[config.mk]
export PLATFORM = sky130hd
export DESIGN_NAME = ifu
export DESIGN_NICKNAME = d
export VERILOG_FILES = /design/src/rtl/ifu.sv
export SDC_FILE = /design/constraint.sdc
export NUM_CORES = 1
export LEC_CHECK = 0
export CAP_MARGIN = 20
export CORE_MARGIN = 4
export CORE_UTILIZATION = 30
export DETAILED_ROUTE_END_ITERATION = 6
export GPL_ROUTABILITY_DRIVEN = 0
export PLACE_DENSITY = 0.64
export SLEW_MARGIN = 20
export SYNTH_ARGS = -nofsm -noshare
export SYNTH_HDL_FRONTEND = slang
export SYNTH_SLANG_ARGS = --single-unit
[constraint.sdc]
create_clock -name clk -period 1.9 [get_ports clk]
set_input_delay 0.38 -clock clk [delete_from_list [all_inputs] [get_ports clk]]
set_output_delay 0.38 -clock clk [all_outputs]
set_load 0.03 [all_outputs]
[src/rtl/ifu.sv]
// Instruction fetch unit: owns the PC, fetches one word per commit over a valid/ready
// read channel, holds it for the core, and latches a sticky error on bad response/commit/timeout.
module ifu #(
  parameter logic [31:0] RESET_PC = 32'h8000_0000,
  parameter int unsigned TIMEOUT  = 255
) (
  input  logic        clk,
  input  logic        rst,
  output logic        mem_arvalid,
  output logic [31:0] mem_araddr,
  input  logic        mem_arready,
  input  logic        mem_rvalid,
  input  logic [31:0] mem_rdata,
  input  logic [1:0]  mem_rresp,
  output logic        mem_rready,
  output logic        inst_valid,
  output logic [31:0] inst,
  output logic [31:0] pc,
  input  logic        inst_ready,
  input  logic        commit_valid,
  input  logic [31:0] commit_dnpc,
  output logic        fetch_err,
  output logic [31:0] fetch_cnt
);

  typedef enum logic [2:0] {
    IDLE  = 3'd0,
    REQ   = 3'd1,
    WAIT  = 3'd2,
    VALID = 3'd3,
    EXEC  = 3'd4,
    ERR   = 3'd5
  } state_t;

  localparam logic [7:0] TMO_LAST = 8'(TIMEOUT - 1);

  state_t      state;
  state_t      state_nxt;
  logic [7:0]  tmo_cnt;
  logic        load_inst;
  logic        load_pc;
  logic        tmo_inc;
  logic        tmo_hit;
  logic        dnpc_misaligned;

  assign tmo_hit         = (tmo_cnt == TMO_LAST);
  assign dnpc_misaligned = |commit_dnpc[1:0];

  always_comb begin
    state_nxt = state;
    load_inst = 1'b0;
    load_pc   = 1'b0;
    tmo_inc   = 1'b0;
    case (state)
      IDLE: state_nxt = REQ;
      REQ: begin
        tmo_inc = 1'b1;
        if (tmo_hit) begin
          state_nxt = ERR;
        end else if (mem_arready) begin
          state_nxt = WAIT;
        end
      end
      WAIT: begin
        tmo_inc = 1'b1;
        if (mem_rvalid) begin
          if (mem_rresp != 2'b00) begin
            state_nxt = ERR;
          end else begin
            load_inst = 1'b1;
            state_nxt = VALID;
          end
        end else if (tmo_hit) begin
          state_nxt = ERR;
        end
      end
      VALID: begin
        // a commit without the core taking the instruction is deliberately dropped
        if (inst_ready) begin
          if (commit_valid) begin
            load_pc   = 1'b1;
            state_nxt = dnpc_misaligned ? ERR : REQ;
          end else begin
            state_nxt = EXEC;
          end
        end
      end
      EXEC: begin
        if (commit_valid) begin
          load_pc   = 1'b1;
          state_nxt = dnpc_misaligned ? ERR : REQ;
        end
      end
      ERR:     state_nxt = ERR;
      default: state_nxt = ERR;
    endcase
  end

  always_ff @(posedge clk or negedge rst) begin
    if (!rst) begin
      state     <= IDLE;
      pc        <= RESET_PC;
      inst      <= '0;
      fetch_cnt <= '0;
      tmo_cnt   <= '0;
    end else begin
      state <= state_nxt;
      if (load_pc) begin
        pc <= commit_dnpc;
      end
      if (load_inst) begin
        inst      <= mem_rdata;
        fetch_cnt <= fetch_cnt + 32'd1;
      end
      if (state_nxt == REQ && state != REQ) begin
        tmo_cnt <= '0;
      end else if (tmo_inc) begin
        tmo_cnt <= tmo_cnt + 8'd1;
      end
    end
  end

  // every output is a pure decode of registered state
  assign mem_arvalid = (state == REQ);
  assign mem_rready  = (state == WAIT);
  assign inst_valid  = (state == VALID);
  assign fetch_err   = (state == ERR);
  assign mem_araddr  = pc;

endmodule

Yosys cells after proc, flatten, opt, wreduce, memory -nomap -nowiden
Cells that the tools add are included.
{"block": "classes", "n_addsub": 2, "eq_ne": 8, "n_mux": 19, "n_reduce_logical": 6}
{"op": "32-bit by 1-bit adder with 32-bit output, second input constant", "count": 1}
{"op": "3-bit 2-to-1 mux", "count": 9}
{"op": "8-bit 2-to-1 mux", "count": 2}
{"op": "3-bit one-hot mux with 5 select lines", "count": 1}
{"op": "8-bit by 1-bit adder with 8-bit output, second input constant", "count": 1}
{"op": "8-bit == test, second input constant", "count": 1}
{"op": "3-bit by 1-bit == test with 1-bit output, second input constant", "count": 2}
{"op": "3-bit by 2-bit == test with 1-bit output, second input constant", "count": 2}
{"op": "3-bit == test, second input constant", "count": 2}
{"op": "1-bit 2-to-1 mux", "count": 6}
{"op": "2-bit nonzero test", "count": 2}
{"op": "2-bit OR reduction", "count": 2}
{"op": "3-bit logical NOT", "count": 1}
{"op": "3-bit by 1-bit inequality test with 1-bit output, second input constant", "count": 1}
{"op": "1-bit one-hot mux with 2 select lines", "count": 1}
{"op": "1-bit logical AND", "count": 1}
{"block": "totals", "regBits": 107, "out_inout_bits": 132, "word_cells": 40}

Depth between registers and ports, before layout
Gate-level depths: netlist of the first run.
{"block": "logic_depth", "depth_word": 8, "mapped_depth": 7, "depth_no_buf": 7}

Worst setup path after synthesis of the first run
OpenSTA, ideal clock, no wires.
{"block": "synth_path", "kind": "register to register", "from": "reg state[0]", "to": "reg fetch_cnt[16]", "setup_ns": 0.081, "arrival_ns": 2.047, "path_slack_ns": -0.228, "path_stages_with_launch": 8, "path_buffers": 2, "period_less_slack_ns": 2.128, "path_cell_list": "dfrtp_1 buf_2 nor3b_4 nand4_1 or4_4 buf_6 nor3_2 xor2_1"}
{"block": "synth_via", "elab_chain_len": 2}
{"item": "from (decl)", "line": "37", "source": "state_t state;"}
{"item": "from (signal assigned)", "line": "107", "source": "state <= state_nxt;"}
{"item": "3-bit by 2-bit == test with 1-bit output"}
{"item": "net mem_rready", "line": "15", "source": "output logic mem_rready,"}
{"item": "1-bit 2-to-1 mux", "line": "54", "source": "case (state)"}
{"item": "to (signal assigned)", "line": "113", "source": "fetch_cnt <= fetch_cnt + 32'd1;"}
{"item": "to (decl)", "line": "23", "source": "output logic [31:0] fetch_cnt"}
The timed path passes the listed nets, and every way through them passes these cells.
A chain may end at the register's enable or synchronous reset.

Final worst setup path of the first run
{"block": "layout_path", "from": "reg state[2]", "to": "reg fetch_cnt[26]"}
{"block": "layout_via", "elab_chain_len": 2}
{"item": "3-bit by 2-bit == test with 1-bit output", "line": "54"}
{"item": "1-bit 2-to-1 mux", "line": "54"}
No other way between the ends.

==> results of run 1 <==
## metrics by stage
stage	power [mW]	hold WS, ns
CTS	9.64	0.480
finish	9.51	0.475
global route	9.96	0.495
detailed placement	7.57	0.366
global placement	7.47	0.361
floorplan	5.94	0.0844
## sequential cells by signal, indices dropped and copies added, names as in the netlist
register,cells
fetch_cnt,32
tmo_cnt,8
inst,32
mem_araddr,32
state,3
## power by group
part           switching [mW]  total, mW  internal, mW
registers               0.353       3.09          2.74
logic                    2.41       4.38          1.97
clock network           0.878       2.04          1.16
## cell usage after synthesis, types with 2 or more instances
library cell,number
a21oi_1,9
and3_1,6
and4_1,3
buf_2,5
buf_4,32
clkbuf_1,7
dfrtp_1,106
ha_1,3
inv_1,11
mux2_2,32
nand2_1,121
nand2b_1,2
nand3_1,15
nand3b_1,2
nand4_1,9
nor2_1,10
nor3_1,4
nor3_2,5
nor4_1,2
o21ai_0,3
or3_1,2
xnor2_1,22
xor2_1,16
## critical path, delay by kind of cell (launching register included)
kind	cells	cell delay [ns]
xor gates and xnor gates	1	0.15
DFF	1	0.41
buffers and inverters	1	0.19
and+or+nand+nor	4	1.07
## what timing repair did
item,4_1_cts,5_1_grt
pin swaps,4,2
resized for setup,29,20
hold buffers,1,0
cloned,2,0
setup buffers,3,1
setup endpoints to repair,32,41
hold endpoints to repair,32,0
## metal layers
| layer | vias up | GRT usage, % | wire length, µm |
|---|---|---|---|
| li1 | 1867 | - | - |
| met1 | 1801 | 17.7 | 5700 |
| met2 | 150 | 22.8 | 6030 |
| met3 | 12 | 6.08 | 1130 |
| met4 | 0 | 3.28 | 110 |
| met5 | - | 0 | 0 |
## cell type report
cell class | count | area share, %
Clock inverter | 7 | 1.33
Sequential cell | 107 | 35.5
Tap cell | 211 | 3.50
Multi-Input combinational cell | 285 | 24.5
Inverter | 11 | 0.547
Clock buffer | 9 | 2.98
Timing Repair Buffer | 243 | 31.7
## kinds of logic (layout without fill, tap and decap cells)
logic type,count (synthesis),count (layout),share of synthesized area (%)
and+or+nand+nor,189,190,18.5
DFF,107,107,55.9
buffers and inverters,57,270,7.26
xor gates and xnor gates,38,38,6.94
muxes,33,33,7.73
AOI/OAI and AO/OA,21,21,2.95
adders and majority gates,3,3,0.783
## worst max-delay path by stage
stage / to / slack (ns) / cells after the start
5_1_grt: fetch_cnt[26] / -0.10 / 6
4_1_cts: fetch_cnt[26] / -0.02 / 6
6_report: fetch_cnt[26] / -0.003 / 6
3_5_place_dp: fetch_cnt[14] / -0.55 / 6
2_1_floorplan: fetch_cnt[16] / -0.15 / 7
3_3_place_gp: fetch_cnt[14] / -0.54 / 6
==> metrics.cfg, run 1 <==
[sta]
tightestPinTransition_ns=0.463
worst_slack_ns=-0.00251
relSlewSlack_pct=69.2
slew_viol_final=0
max_freq_ghz=0.526
finalSetupViolCount=1
finalCritPeriodShare_pct=100
skew_ns=0.00446
fin_setup_tns_ns=-0.00251
grt_setup_unrepaired=true
fin_crit_ns=1.90
hold_violations=0

[setup_path]
cp_max_fo=5
path_cells=nor3b_4, nand4_1, buf_4, or4_4, nor3_2, xor2_1
crit_path_end_kind=register
cpPeakStageDelay_ns=0.48
required_ns=2.18
crit_type=reg -> reg
crit_arrival_ns=2.18
r2r_end=fetch_cnt[26]
reg2reg_slack_ns=-0.003
worst_setup_path_start_kind=register
cpMaxStageDelayCell=or4_4
worstReg2RegStart=state[2]
rr_worst_depth=6
cp-startpoint=state[2]

[layout]
multi_input_area_um2=1850
diodes=0
nNetsFinal=732
syn2layout_area_growth_pct=57.4
drive_gt1_share_pct=17.5
final_common_cell=clkdlybuf4s50_1
utilization_pct=48.9
final_area_um2=7550
fillCellCount=1442
final_cell_mix=174 x clkdlybuf4s50_1, 121 x nand2_1, 106 x dfrtp_1
stdcell_count=873
regArea_um2=2680

[detailed_routing]
drc=0
wirelength_um=13000
wl_per_cell_um=14.9
first_iter_violations=136
avgViaCountPerCell=4.39
dr.pass1.iters=4
vias=3830
ant_nets=0

[place]
port_buffers=203
dpl_cell_area_um2=7090
dp_hpwl_um=9530
placedCellCount=850
post-place-ws_ns=-0.548

[floorplanning]
die_x_um=134
die_h_um=134
die_area_um2=18100
rows=45
core_um2=15400
start_util_pct=31.1
io_pins=204

[global_routing]
grt_pass1_wl_um=20600
grt_overflow=0
antenna_found_initial=0
grt_max_degree=44
grt_usage_pct=14.2
grt_pass1_vias=4035

[yosys]
synth_edf_count=0
yosysWarningCount=0
ys_top_cells_by_area=dfrtp_1 55%, nand2_1 9.5%, mux2_2 7.5%
synth_cells=448
synthesis.nets=523
synth_area_um2=4790
synth_area_leader_cell=dfrtp_1
synthDistinctLibCells=44
synth-main-ff-cell=dfrtp_1
synth_top_area_share_pct=55.3
ys_seq_area_share_pct=55.9
synthArstFlopShare_pct=100
synth-seq-cells=107
synth_area_per_cell_um2=10.7

[clocking]
clk_pin_slew_ns=0.07
clk_root_buffer_cell=clkbuf_16
clk_latency_ns=0.35
clockBufferDepth=2
cts_tree=built
cts-buffers-inserted=9
htreeDepth=3
cts_sinks=107

[hold_path]
whs_path_depth=2
hold_end=inst[26]
hp-start=inst[26]
hp-class=reg -> reg

[outcome]
failed_checks=negative setup slack
status=complete, but fails checks

[power_and_ir_drop]
ir_worst_vdd_uv=825
leakagePower_nw=3.62
powerDensity_nw_per_um2=1260

[flow_run]
drv_cap=0

No activity file was read; power rests on OpenSTA's default activity.
==> run 2, diff against run 1 <==
--- a/config.mk
+++ b/config.mk
@@ -11,6 +11,7 @@
 export DETAILED_ROUTE_END_ITERATION = 6
 export GPL_ROUTABILITY_DRIVEN = 0
 export PLACE_DENSITY = 0.64
+export REMOVE_ABC_BUFFERS = 1
 export SLEW_MARGIN = 20
 export SYNTH_ARGS = -nofsm -noshare
 export SYNTH_HDL_FRONTEND = slang
==> run 2 against run 1 <==
The run now ends clean. Utilization is 0.18 points lower. Critical path depth stayed put. Final cell count is 0.23% lower. Via count is 2.4% higher. Power is 1.8% lower. Cell area is 0.36% lower. Die area stayed put. First-iteration DRC count is 46% higher. Register-to-register slack hardly changed. Global-route usage is 0.38 points higher. Sequential share of layout area is 0.18 points higher. Clock-buffer cell count is 1 higher.
==> metrics.cfg, run 2 (synthesis results as in run 1) <==
[layout]
diodes=0  ; unchanged
fillCellCount=1456  ; +0.97%
final_common_cell=clkdlybuf4s50_1
final_cell_mix=174 x clkdlybuf4s50_1, 120 x nand2_1, 103 x dfrtp_1
utilization_pct=48.7  ; -0.18 points
multi_input_area_um2=1870  ; +1.4%
nNetsFinal=730  ; -0.27%
regArea_um2=2680  ; +0.14%
syn2layout_area_growth_pct=56.9
drive_gt1_share_pct=18.2  ; +0.66 points

[clocking]
clk_pin_slew_ns=0.07  ; about the same
clk_root_buffer_cell=clkbuf_16
ctsHoldBuffers=0  ; -1
cts_tree=built
cts_sinks=107  ; unchanged
clockBufferDepth=2  ; unchanged
htreeDepth=3  ; unchanged
clk_latency_ns=0.34  ; about the same
cts-buffers-inserted=9  ; unchanged

[setup_path]
rr_worst_depth=6  ; unchanged
required_ns=2.13  ; -0.05 ns
worst_setup_path_start_kind=register
worstReg2RegStart=state[2]
crit_arrival_ns=2.12  ; -0.06 ns
reg2reg_slack_ns=0.0007  ; about the same
crit_path_end_kind=register
cp_max_fo=5  ; unchanged
crit_type=reg -> reg
r2r_end=fetch_cnt[10]

[global_routing]
antenna_found_initial=0  ; unchanged
grt_pass1_wl_um=21300  ; +3.7%
grt_usage_pct=14.6  ; +0.38 points
grt_overflow=0  ; unchanged
grt_pass1_vias=4124  ; +2.2%
grt_max_degree=108  ; +150%

[sta]
relSlewSlack_pct=59.9  ; -9.3 points
grt_setup_unrepaired=true
finalSetupViolCount=0  ; -1
tightestPinTransition_ns=0.602  ; +0.139 ns
finalCritPeriodShare_pct=100  ; -0.17 points
slew_viol_final=0  ; unchanged
hold_violations=0  ; unchanged
max_freq_ghz=0.527  ; +0.17%
skew_ns=0.0102  ; +0.00573 ns
worst_slack_ns=0.000676  ; +0.00318 ns
hold_ws_ns=0.0819  ; -0.393 ns
fin_crit_ns=1.90  ; -0.00318 ns

[place]
port_buffers=203  ; unchanged
dp_hpwl_um=9470  ; -0.60%
post-place-ws_ns=-0.659  ; -0.110 ns

[floorplanning]
die_h_um=134  ; unchanged
start_util_pct=31.1  ; unchanged
die_x_um=134  ; unchanged
core_um2=15400  ; unchanged
io_pins=204  ; unchanged
rows=45  ; unchanged
die_area_um2=18100  ; unchanged

[flow_run]
drv_cap=0  ; unchanged

[detailed_routing]
avgViaCountPerCell=4.50  ; +2.7%
ant_nets=0  ; unchanged
vias=3923  ; +2.4%
first_iter_violations=198  ; +46%
dr.pass1.iters=4  ; unchanged
wirelength_um=13400  ; +3.7%
wl_per_cell_um=15.4  ; +3.9%
drc=0  ; unchanged

[power_and_ir_drop]
swShare_pct=38.6  ; +0.36 points
p_comb_share_pct=46.7  ; +0.6 points
power.total_mw=9.34  ; -1.8%
ir_worst_vdd_uv=690  ; -16%
intPower_mw=5.73  ; -2.3%
powerDensity_nw_per_um2=1240  ; -1.4%
p_sw_mw=3.61  ; -0.85%
pwr-share-clk_pct=20.0  ; -1.5 points
leakagePower_nw=3.59  ; -0.85%
seqPwrFrac_pct=33.3  ; +0.8 points

[hold_path]
hp-class=in -> async

[outcome]
status=complete, no violations

run 2: changes by cell type in the layout (fill, tap and decap cells not counted), sizes merged:
cell and delta:
dlygate4sd3 -1, dlygate4sd2 +1, clkinv +2, dlymetal6s2s -1, clkbuf +2, bufinv -1, clkdlybuf4s15 +1, clkinvlp -2
buf -3
run 2: area by class of cell:
type | count | share of cell area [%]
flip-flops and latches | 107 | 35.7
multi-input cells | 285 | 24.9
clock inverters | 6 | 0.865
well taps | 211 | 3.51
inverters | 11 | 0.549
clock buffers | 10 | 3.05
repair buffers | 241 | 31.5
run 2: metrics by stage:
step	std cells	setup TNS [ns]	cell area [µm²]
after detailed placement	848	-22.83	7050
final	871	0	7520
after floorplan	402	-25.32	4490
after global routing	871	-0.695	7520
after CTS	868	-0.101	7410
after global placement	848	-23.67	7050
run 2: per-layer routing:
layer / part of all wire [%] / track usage (%)
met1: 42 / 18.3
met4: 2.5 / 5.60
met5: 0 / 0
met3: 8.1 / 4.39
met2: 48 / 23.6
run 2: worst max path at each step:
stage,startpoint,endpoint,slack [ns],depth (start not counted)
floorplan,state[2],fetch_cnt[6],-0.48,5
global placement,mem_rvalid,fetch_cnt[14],-0.64,7
detailed placement,mem_rvalid,fetch_cnt[14],-0.66,7
CTS,state[2],fetch_cnt[30],-0.06,6
global route,fetch_cnt[12],fetch_cnt[25],-0.09,6
finish,state[2],fetch_cnt[10],0.0007,6
run 2: repair_timing:
item / 4_1_cts / 5_1_grt
buffers inserted: 3 / 2
gates cloned: 2 / 1
pin swaps: 6 / 6
gates resized for setup: 35 / 25
setup endpoints to repair: 39 / 63
run 2: power by group through the flow:
stage	combinational, mW	clock, mW	sequential (mW)
finish	4.36	1.87	3.11
global route	4.59	2.04	3.19
CTS	4.36	1.95	3.11
detailed placement	4.38	0	3.15
global placement	4.35	0	3.12
floorplan	0.797	0	4.62
run 2: critical path, cell delays in order (launching register included):
cell     delay [ns]
dfrtp_2        0.44
nor3b_4        0.21
nand4_1        0.14
buf_4          0.16
or4_4          0.55
buf_6          0.16
xnor2_2        0.12
